$ cat src/rtl/serial_subtractor.sv
`default_nettype none
// +--------------------------------------------------------------------------+
// | serial_subtractor                                                         |
// | Bit-serial unsigned a - b, LSB first, one bit per clock, borrow-out flag. |
// | Revision: 1.0                                                             |
// +--------------------------------------------------------------------------+
module serial_subtractor #(
    parameter int WIDTH = 8
) (
    input  logic             clk,
    input  logic             rst,
    input  logic             start,
    input  logic [WIDTH-1:0] a,
    input  logic [WIDTH-1:0] b,
    output logic             busy,
    output logic             done,
    output logic [WIDTH-1:0] diff,
    output logic             borrow
);

    localparam int CW = $clog2(WIDTH);
    localparam logic [CW-1:0] c_LAST = CW'(WIDTH - 1);

    localparam logic [1:0] c_IDLE = 2'd0;
    localparam logic [1:0] c_RUN  = 2'd1;
    localparam logic [1:0] c_DONE = 2'd2;

    logic [1:0]       r_state;
    logic [1:0]       w_next;
    logic [WIDTH-1:0] r_a;
    logic [WIDTH-1:0] r_b;
    logic [WIDTH-1:0] r_res;
    logic [CW-1:0]    r_cnt;
    logic             r_bin;
    logic             w_d;
    logic             w_bout;
    logic             w_last;

    // Full subtractor on the current LSBs of the working registers
    assign w_d    = r_a[0] ^ r_b[0] ^ r_bin;
    assign w_bout = (~r_a[0] & r_b[0]) | (~(r_a[0] ^ r_b[0]) & r_bin);
    assign w_last = (r_cnt == c_LAST);

    assign busy = (r_state != c_IDLE);
    assign done = (r_state == c_DONE);

    always_ff @(posedge clk or posedge rst) begin
        if (rst) begin
            r_state <= c_IDLE;
        end else begin
            r_state <= w_next;
        end
    end

    always_comb begin
        w_next = r_state;
        case (r_state)
            c_IDLE:  if (start) w_next = c_RUN;
            c_RUN:   if (w_last) w_next = c_DONE;
            c_DONE:  w_next = c_IDLE;
            default: w_next = c_IDLE;
        endcase
    end

    // Outputs only load on the final bit, so they stay frozen during RUN
    always_ff @(posedge clk or posedge rst) begin
        if (rst) begin
            r_a    <= '0;
            r_b    <= '0;
            r_res  <= '0;
            r_cnt  <= '0;
            r_bin  <= 1'b0;
            diff   <= '0;
            borrow <= 1'b0;
        end else begin
            case (r_state)
                c_IDLE: begin
                    if (start) begin
                        r_a   <= a;
                        r_b   <= b;
                        r_res <= '0;
                        r_cnt <= '0;
                        r_bin <= 1'b0;
                    end
                end
                c_RUN: begin
                    r_a   <= r_a >> 1;
                    r_b   <= r_b >> 1;
                    r_bin <= w_bout;
                    r_res <= {w_d, r_res[WIDTH-1:1]};
                    r_cnt <= r_cnt + 1'b1;
                    if (w_last) begin
                        diff   <= {w_d, r_res[WIDTH-1:1]};
                        borrow <= w_bout;
                    end
                end
                default: begin
                end
            endcase
        end
    end

endmodule
`default_nettype wire

$ cat config.mk
export PLATFORM = sky130hd
export DESIGN_NAME = serial_subtractor
export DESIGN_NICKNAME = d
export VERILOG_FILES = /design/src/rtl/serial_subtractor.sv
export SDC_FILE = /design/constraint.sdc
export NUM_CORES = 1
export LEC_CHECK = 0
export CAP_MARGIN = 5
export CELL_PAD_IN_SITES_DETAIL_PLACEMENT = 1
export CELL_PAD_IN_SITES_GLOBAL_PLACEMENT = 1
export CORE_MARGIN = 5
export CORE_UTILIZATION = 41
export DETAILED_ROUTE_END_ITERATION = 16
export PLACE_DENSITY_LB_ADDON = 0.1
export SLEW_MARGIN = 10
export SYNTH_ARGS = -nofsm -noshare
export SYNTH_HDL_FRONTEND = slang
export SYNTH_SLANG_ARGS = --single-unit
$ cat constraint.sdc
create_clock -name clk -period 1.6 [get_ports clk]
set_input_delay 0.16 -clock clk [delete_from_list [all_inputs] [get_ports clk]]
set_output_delay 0.16 -clock clk [all_outputs]
set_load 0.01 [all_outputs]
Yosys cells after proc, flatten, opt, wreduce, memory -nomap -nowiden. Index checks and enable logic that the tools add are counted.

Bits in registers: 39. Bits of input ports: 19. Output and inout bits: 11. Word-level logic and storage cells: 40.

$add $sub $neg: 1. Eq/ne operators: 5. Muxes and demuxes: 13. Bitwise logic cells: 7. Reduce and logical (&&, ||, !) cells: 6.

Operator list (number): 8-bit case mux with 2 select lines (3); 8-bit 2-to-1 mux (3); 3-bit case mux with 2 select lines (1); 2-bit AND reduction (3); 2-bit 2-to-1 mux (2); 2-bit inequality test, second input constant (2); 2-bit case mux with 2 select lines (1); 2-bit nonzero test (2); 3-bit by 1-bit adder with 3-bit output, second input constant (1); 3-bit == test, second input constant (1); 3-bit 2-to-1 mux (1); 1-bit AND (2); 2-bit by 1-bit == test with 1-bit output, second input constant (1); 2-bit == test, second input constant (1); 2-bit logical NOT (1); 1-bit inverter (2); 1-bit case mux with 2 select lines (1); 1-bit XOR (2); 1-bit 2-to-1 mux (1); 1-bit bitwise OR (1).

Depth between registers and ports, before layout. Gate-level depths: netlist of run 1.

Word-level depth: 5. Depth in mapped cells: 5. Gate-level depth less buffers: 4.

Worst setup path before layout of run 1. Ideal clock, no wire load.

Path type: reg2reg. From: register r_cnt[0]. To: register diff[0]. Library setup time: 0.125 ns. Arrival: 1.296 ns. Data required time: 1.475 ns. Path slack: 0.179 ns. Cell stages (with the launch flop): 6. Path buffers: 1. Clock period less this slack: 1.421 ns. Cell sequence: dfrtp_1 ha_1 ha_1 nand3b_4 buf_6 mux2_2.

Word-level cells in the longest chain between the ends: 2.

RTL lines: start, declared (RTL line 33) `logic [CW-1:0] r_cnt;`; start signal, assigned (RTL line 91) `r_cnt <= r_cnt + 1'b1;`; 3-bit == test (RTL line 42) `assign w_last = (r_cnt == c_LAST);`; 2-bit AND reduction (no line); end signal, assigned (RTL line 93) `diff <= {w_d, r_res[WIDTH-1:1]};`; end, declared (RTL line 17) `output logic [WIDTH-1:0] diff,`.

No other way between the ends. A chain may end at the register's enable or synchronous reset.

Worst setup path in the final report of run 1.
From: register r_cnt[0]. To: register diff[4].

Same word-level chain as after synthesis.

==> results of run 1 <==
area by class of cell:
class	instances	area share, %
Inverter	19	3.16
Timing Repair Buffer	42	17.8
Clock inverter	3	3.05
Clock buffer	5	3.05
Multi-Input combinational cell	69	27.9
Tap cell	50	2.77
Sequential cell	38	42.3
per-stage QoR:
stage	instance area, sq um	setup slack (ns)	utilization [%]	hold slack [ns]
floorplan	1730	0.179	-	0.330
global placement	2080	0.153	51.4	0.474
detailed placement	2080	0.0339	51.4	0.483
CTS	2230	0.0165	55.0	0.313
global route	2260	0.0526	55.6	0.362
finish	2260	0.0940	55.6	0.294
cells by family (layout without fill, tap and decap cells):
| family | Yosys count | after routing | synth area share (%) |
|---|---|---|---|
| fa+ha+maj | 3 | 3 | 2.61 |
| mux | 10 | 10 | 6.52 |
| buf+inv | 30 | 69 | 8.98 |
| flops | 38 | 38 | 55.0 |
| simple gates | 28 | 28 | 11.6 |
| compound gates | 28 | 28 | 15.3 |
Yosys cell counts:
cell type	number	share of area, %
dfrtp_1	38	55
inv_1	19	4.1
a22o_1	10	5.1
nor2_1	10	2.2
nor4b_1	9	4.6
a221oi_1	8	4.1
mux2_2	7	4.6
nor2b_1	5	1.8
a222oi_1	4	2.3
buf_2	4	1.2
buf_6	4	2.6
mux2_1	3	2.0
a32o_1	2	1.2
buf_4	2	0.87
ha_1	2	1.4
a211oi_1	1	0.43
a21oi_1	1	0.29
a221oi_2	1	0.87
and2b_4	1	0.58
buf_1	1	0.22
fa_1	1	1.2
nand3b_4	1	1.2
nor3b_1	1	0.43
nor4b_2	1	0.87
o21bai_4	1	1.1
routing by layer:
metal	global-route usage (%)	vias to the layer above
met5	0	-
met3	4.54	5
met4	3.95	0
met2	26.6	25
met1	20.4	662
li1	-	569
path summary, 6_finish.rpt:
kind	from	end	cells after the start	slack (ns)
setup / recovery	r_cnt[0]	diff[4]	4	0.09
hold / removal	rst	r_bin	3	0.29
setup reg to reg	r_cnt[0]	diff[4]	4	0.09
hold reg to reg	r_b[7]	r_b[7]	1	0.50
max in group asynchronous	rst	r_state[0]	3	0.94
min in group clk	r_b[7]	r_b[7]	1	0.50
sequential cells by signal (all words and copies together), names as in the netlist:
register and count:
borrow 1, diff 8, r_a 8, r_b 8
r_bin 1, r_cnt 3, r_res 7, r_state 2
power breakdown:
part	total, mW	switching, mW	internal [mW]
clock	0.972	0.348	0.625
combinational	1.72	0.788	0.930
sequential	1.66	0.264	1.40
repair_timing:
item | in CTS | in global routing
setup endpoints to repair | 2 | 1
resized for setup | 5 | 1
setup buffers | 0 | 3
tightest hold or removal path, stage by stage:
cell	delay (ns)
clkdlybuf4s50_1	0.41
inv_1	0.06
buf_4	0.41
==> metrics.yaml, run 1 <==
nNetsFinal: 197
grt_pass1_vias: 1392
dr_wl_met3_um: 156
tightest_slew_ns: 0.485
path_cells: "ha_1 > ha_1 > nand3b_4 > mux2_2"
critPathTopFamily: "adder cells"
via_per_inst: 5.58
required_ns: 1.78
vias: 1261
drive_gt1_share_pct: 20.5
hold_path_class: "in -> async"
syn_area_per_cell_sq_um: 12.6
port_buffers: 29
finalWirelength_mm: 4.03
gp_congestion: 0.744
ys_seq_area_share_pct: 55.0
rsz0062_at_grt: "false"
multi_input_area_sq_um: 629
power_mw: 4.35
setup_tns_ns: 0
slowest_stage: "dfrtp_1"
crit_path_max_incr_delay_ns: 0.39
num_rows: 23
cts_hold_buf: 0
drt_iter0_markers: 63
path_class: "reg -> reg"
hold_viol_final: 0
avgRoutedWirePerCell_um: 17.8
leakage_nw: 1.02
routed.top_layer: "met4"
grt_pass1_wl_mm: 6.73
htree_levels: 2
numCtsBuffers: 5
syn-num-nets: 159
initial_core_util_pct: 42.6
slew-limit-headroom_pct: 67.7
period_needed_ns: 1.51
cts_sinks: 38
layout_commonest_cell: "dfrtp_1"
setup_violations: 0
antenna_cells: 0
fin_skew_ns: 0.00571
dieArea_sq_um: 5610
critPathBufInv: 0
wirelength_met1_mm: 1.73
nFillCells: 418
arrival_ns: 1.68
synth_warnings: 0
setup.worst_path.start_class: "flop"
ff_latch_area_sq_um: 953
final_antenna_net_count: 0
dr.pass1.iters: 4
end_kind: "flop"
drc: 0
p_per_area_nw_per_um2: 1930
crit_path_frequent_cell: "ha_1"
critical_path_peak_fanout: 10
grtUsageTotal_pct: 15.9
fin_cells: 226
ys_types: 25
timing.fmax_mhz: 664
place_hpwl_mm: 2.81
ys_seq_elements: 38
fin_crit_sh_pct: 94.1
synth_cells: 137
cts.root.buffer_cell: "clkbuf_8"
peakVddDrop_uv: 919
die_y_um: 74.9
ios: 30
run_status: "finished, final reports clean"
grt_overflow: 0
cts_tree: "built"
final_cell_mix: "dfrtp_1, clkdlybuf4s50_1, inv_1"
die_w_um: 74.9
grt_max_degree: 39
slew_violations: 0
clock_path_buffers: 2
maxCapViolations: 0
antenna_found_initial: 0
area_delta_synth_final_pct: 30.6
wl_met2_mm: 2.10
syn_area_sq_um: 1730
clkSlewWorstSetupHoldPaths_ns: 0.08
placed_cells: 215
core_area_sq_um: 4060
clock_latency_ns: 0.29
(Power assumes the default switching activity.)
==> run 2, diff against run 1 <==
RECOVER_POWER = 50   (was unset)
TNS_END_PERCENT = 10   (was unset)
==> run 2 against run 1 <==
Against the previous run: routed wire length increased by 0.25%; critical path depth unchanged; cell area decreased by 0.50%; largest cell class unchanged; non-clock buffer count unchanged; sequential share of layout area increased by 0.16 points; combinational power about the same; register-to-register slack about the same; global-route usage unchanged; sequential power about the same; critical endpoint unchanged; setup slack about the same; largest power group unchanged; count of clock-buffer cells in the layout unchanged; maximum frequency about the same.
==> metrics.yaml, run 2 (synthesized netlist as in run 1, its figures left out) <==
clock_latency_ns: 0.29  # about the same
slowest_stage: "dfrtp_1"
grt_overflow: 0  # unchanged
path_cells: "ha_1 > ha_1 > nand3b_4 > mux2_2"
critical_path_peak_fanout: 10  # unchanged
setup_violations: 0  # unchanged
path_class: "reg -> reg"
die_y_um: 74.9  # unchanged
drt_iter0_markers: 68  # +7.9%
vias: 1253  # -0.63%
grt_pass1_wl_mm: 6.73  # unchanged
tightest_slew_ns: 0.943  # +0.458 ns
clock_path_buffers: 2  # unchanged
run_status: "finished, final reports clean"
setup_tns_ns: 0  # unchanged
arrival_ns: 1.68  # about the same
routed.top_layer: "met4"
critPathBufInv: 0  # unchanged
dr.pass1.iters: 4  # unchanged
p_per_area_nw_per_um2: 1930  # +0.27%
core_area_sq_um: 4060  # unchanged
num_rows: 23  # unchanged
cts_sinks: 38  # unchanged
cts_tree: "built"
nNetsFinal: 197  # unchanged
nFillCells: 420  # +0.48%
maxCapViolations: 0  # unchanged
numCtsBuffers: 5  # unchanged
wirelength_met1_mm: 1.75  # +1.1%
final_antenna_net_count: 0  # unchanged
die_w_um: 74.9  # unchanged
area_delta_synth_final_pct: 29.9
htree_levels: 2  # unchanged
clkSlewWorstSetupHoldPaths_ns: 0.07  # about the same
final_util_pct: 55.3  # -0.28 points
avgRoutedWirePerCell_um: 17.9  # +0.25%
layout_commonest_cell: "dfrtp_1"
ios: 30  # unchanged
fin_cells: 226  # unchanged
slew_violations: 0  # unchanged
crit_path_frequent_cell: "ha_1"
via_per_inst: 5.54  # -0.63%
rsz0062_at_grt: "false"
hold_slack_ns: 0.497  # +0.203 ns
required_ns: 1.78  # about the same
port_buffers: 29  # unchanged
slew-limit-headroom_pct: 37.1  # -31 points
dr_wl_met3_um: 163  # +4.5%
leakage_nw: 1.02  # about the same
grtUsageTotal_pct: 15.9  # unchanged
peakVddDrop_uv: 918  # about the same
top_regs: "diff x8, r_a x8, r_b x8"
antenna_found_initial: 0  # unchanged
hold_path_class: "reg -> reg"
hold_viol_final: 0  # unchanged
final_cell_mix: "dfrtp_1, clkdlybuf4s50_1, inv_1"
placed_cells: 215  # unchanged
finalWirelength_mm: 4.04  # +0.25%
fin_crit_sh_pct: 94.1  # about the same
place_hpwl_mm: 2.81  # unchanged
critPathTopFamily: "adder cells"
end_kind: "flop"
initial_core_util_pct: 42.6  # unchanged
cts.root.buffer_cell: "clkbuf_8"
dieArea_sq_um: 5610  # unchanged
grt_max_degree: 39  # unchanged
wl_met2_mm: 2.09  # -0.71%
antenna_cells: 0  # unchanged
period_needed_ns: 1.51  # +0.0000533 ns
drive_gt1_share_pct: 19.3  # -1.1 points
crit_path_max_incr_delay_ns: 0.39  # about the same
drc: 0  # unchanged
fin_skew_ns: 0.00504  # -0.000671 ns
setup.worst_path.start_class: "flop"
timing.fmax_mhz: 664  # about the same
gp_congestion: 0.744  # unchanged
grt_pass1_vias: 1392  # unchanged
## run 2: cell types whose count changed in the layout (fill, tap and decap cells not counted), sizes merged
cell / change
buf: -1
clkdlybuf4s50: -1
clkbuf: +1
dlygate4sd3: +1
## run 2: metrics by stage
step	power (mW)	cell area (sq um)	worst slack [ns]
after floorplan	2.73	1730	0.179
after global placement	3.23	2080	0.153
after detailed placement	3.37	2080	0.0339
after CTS	4.39	2230	0.0165
after global routing	4.63	2240	0.0526
final	4.34	2240	0.0939
## run 2: worst paths after layout
| check | from | end | slack, ns | cells after the start |
|---|---|---|---|---|
| worst max-delay path | r_cnt[0] | diff[4] | 0.09 | 4 |
| worst min-delay path | r_b[7] | r_b[7] | 0.50 | 1 |
| worst max register to register | r_cnt[0] | diff[4] | 0.09 | 4 |
| worst min register to register | r_b[7] | r_b[7] | 0.50 | 1 |
| max in group asynchronous | rst | r_state[0] | 0.35 | 3 |
| min in group asynchronous | rst | r_bin | 0.61 | 3 |
## run 2: area by class of cell
cell class / count / area (sq um) / area share (%)
sequential: 38 / 952 / 42.4
multi-input combinational: 69 / 622 / 27.7
timing repair buffer: 42 / 399 / 17.8
inverter: 19 / 71.3 / 3.18
clock buffer: 5 / 68.8 / 3.07
clock inverter: 3 / 68.8 / 3.07
tap: 50 / 62.6 / 2.79
## run 2: power by group
part | internal, mW | switching, mW
Clock | 0.625 | 0.350
Combinational | 0.925 | 0.788
Sequential | 1.39 | 0.258
Total | 2.94 | 1.40
## run 2: worst register-to-register path, delay by kind of cell, from the launching register on
| family | cells | cell delay [ns] |
|---|---|---|
| AND/OR/NAND/NOR | 1 | 0.18 |
| adder cells (fa/ha/maj) | 2 | 0.46 |
| flip-flops | 1 | 0.39 |
| multiplexers | 1 | 0.36 |
## run 2: layer usage
metal	track usage (%)	vias to the layer above
met2	26.6	23
met1	20.4	655
met4	3.95	0
li1	-	570
met3	4.54	5
met5	0	-
## run 2: timing repair
action                                  in CTS  in global routing
hold buffers                                 0                  0
resized for setup                            5                  1
pin swaps                                    0                  0
endpoints found under the setup margin       2                  1
buffers inserted                             0                  3
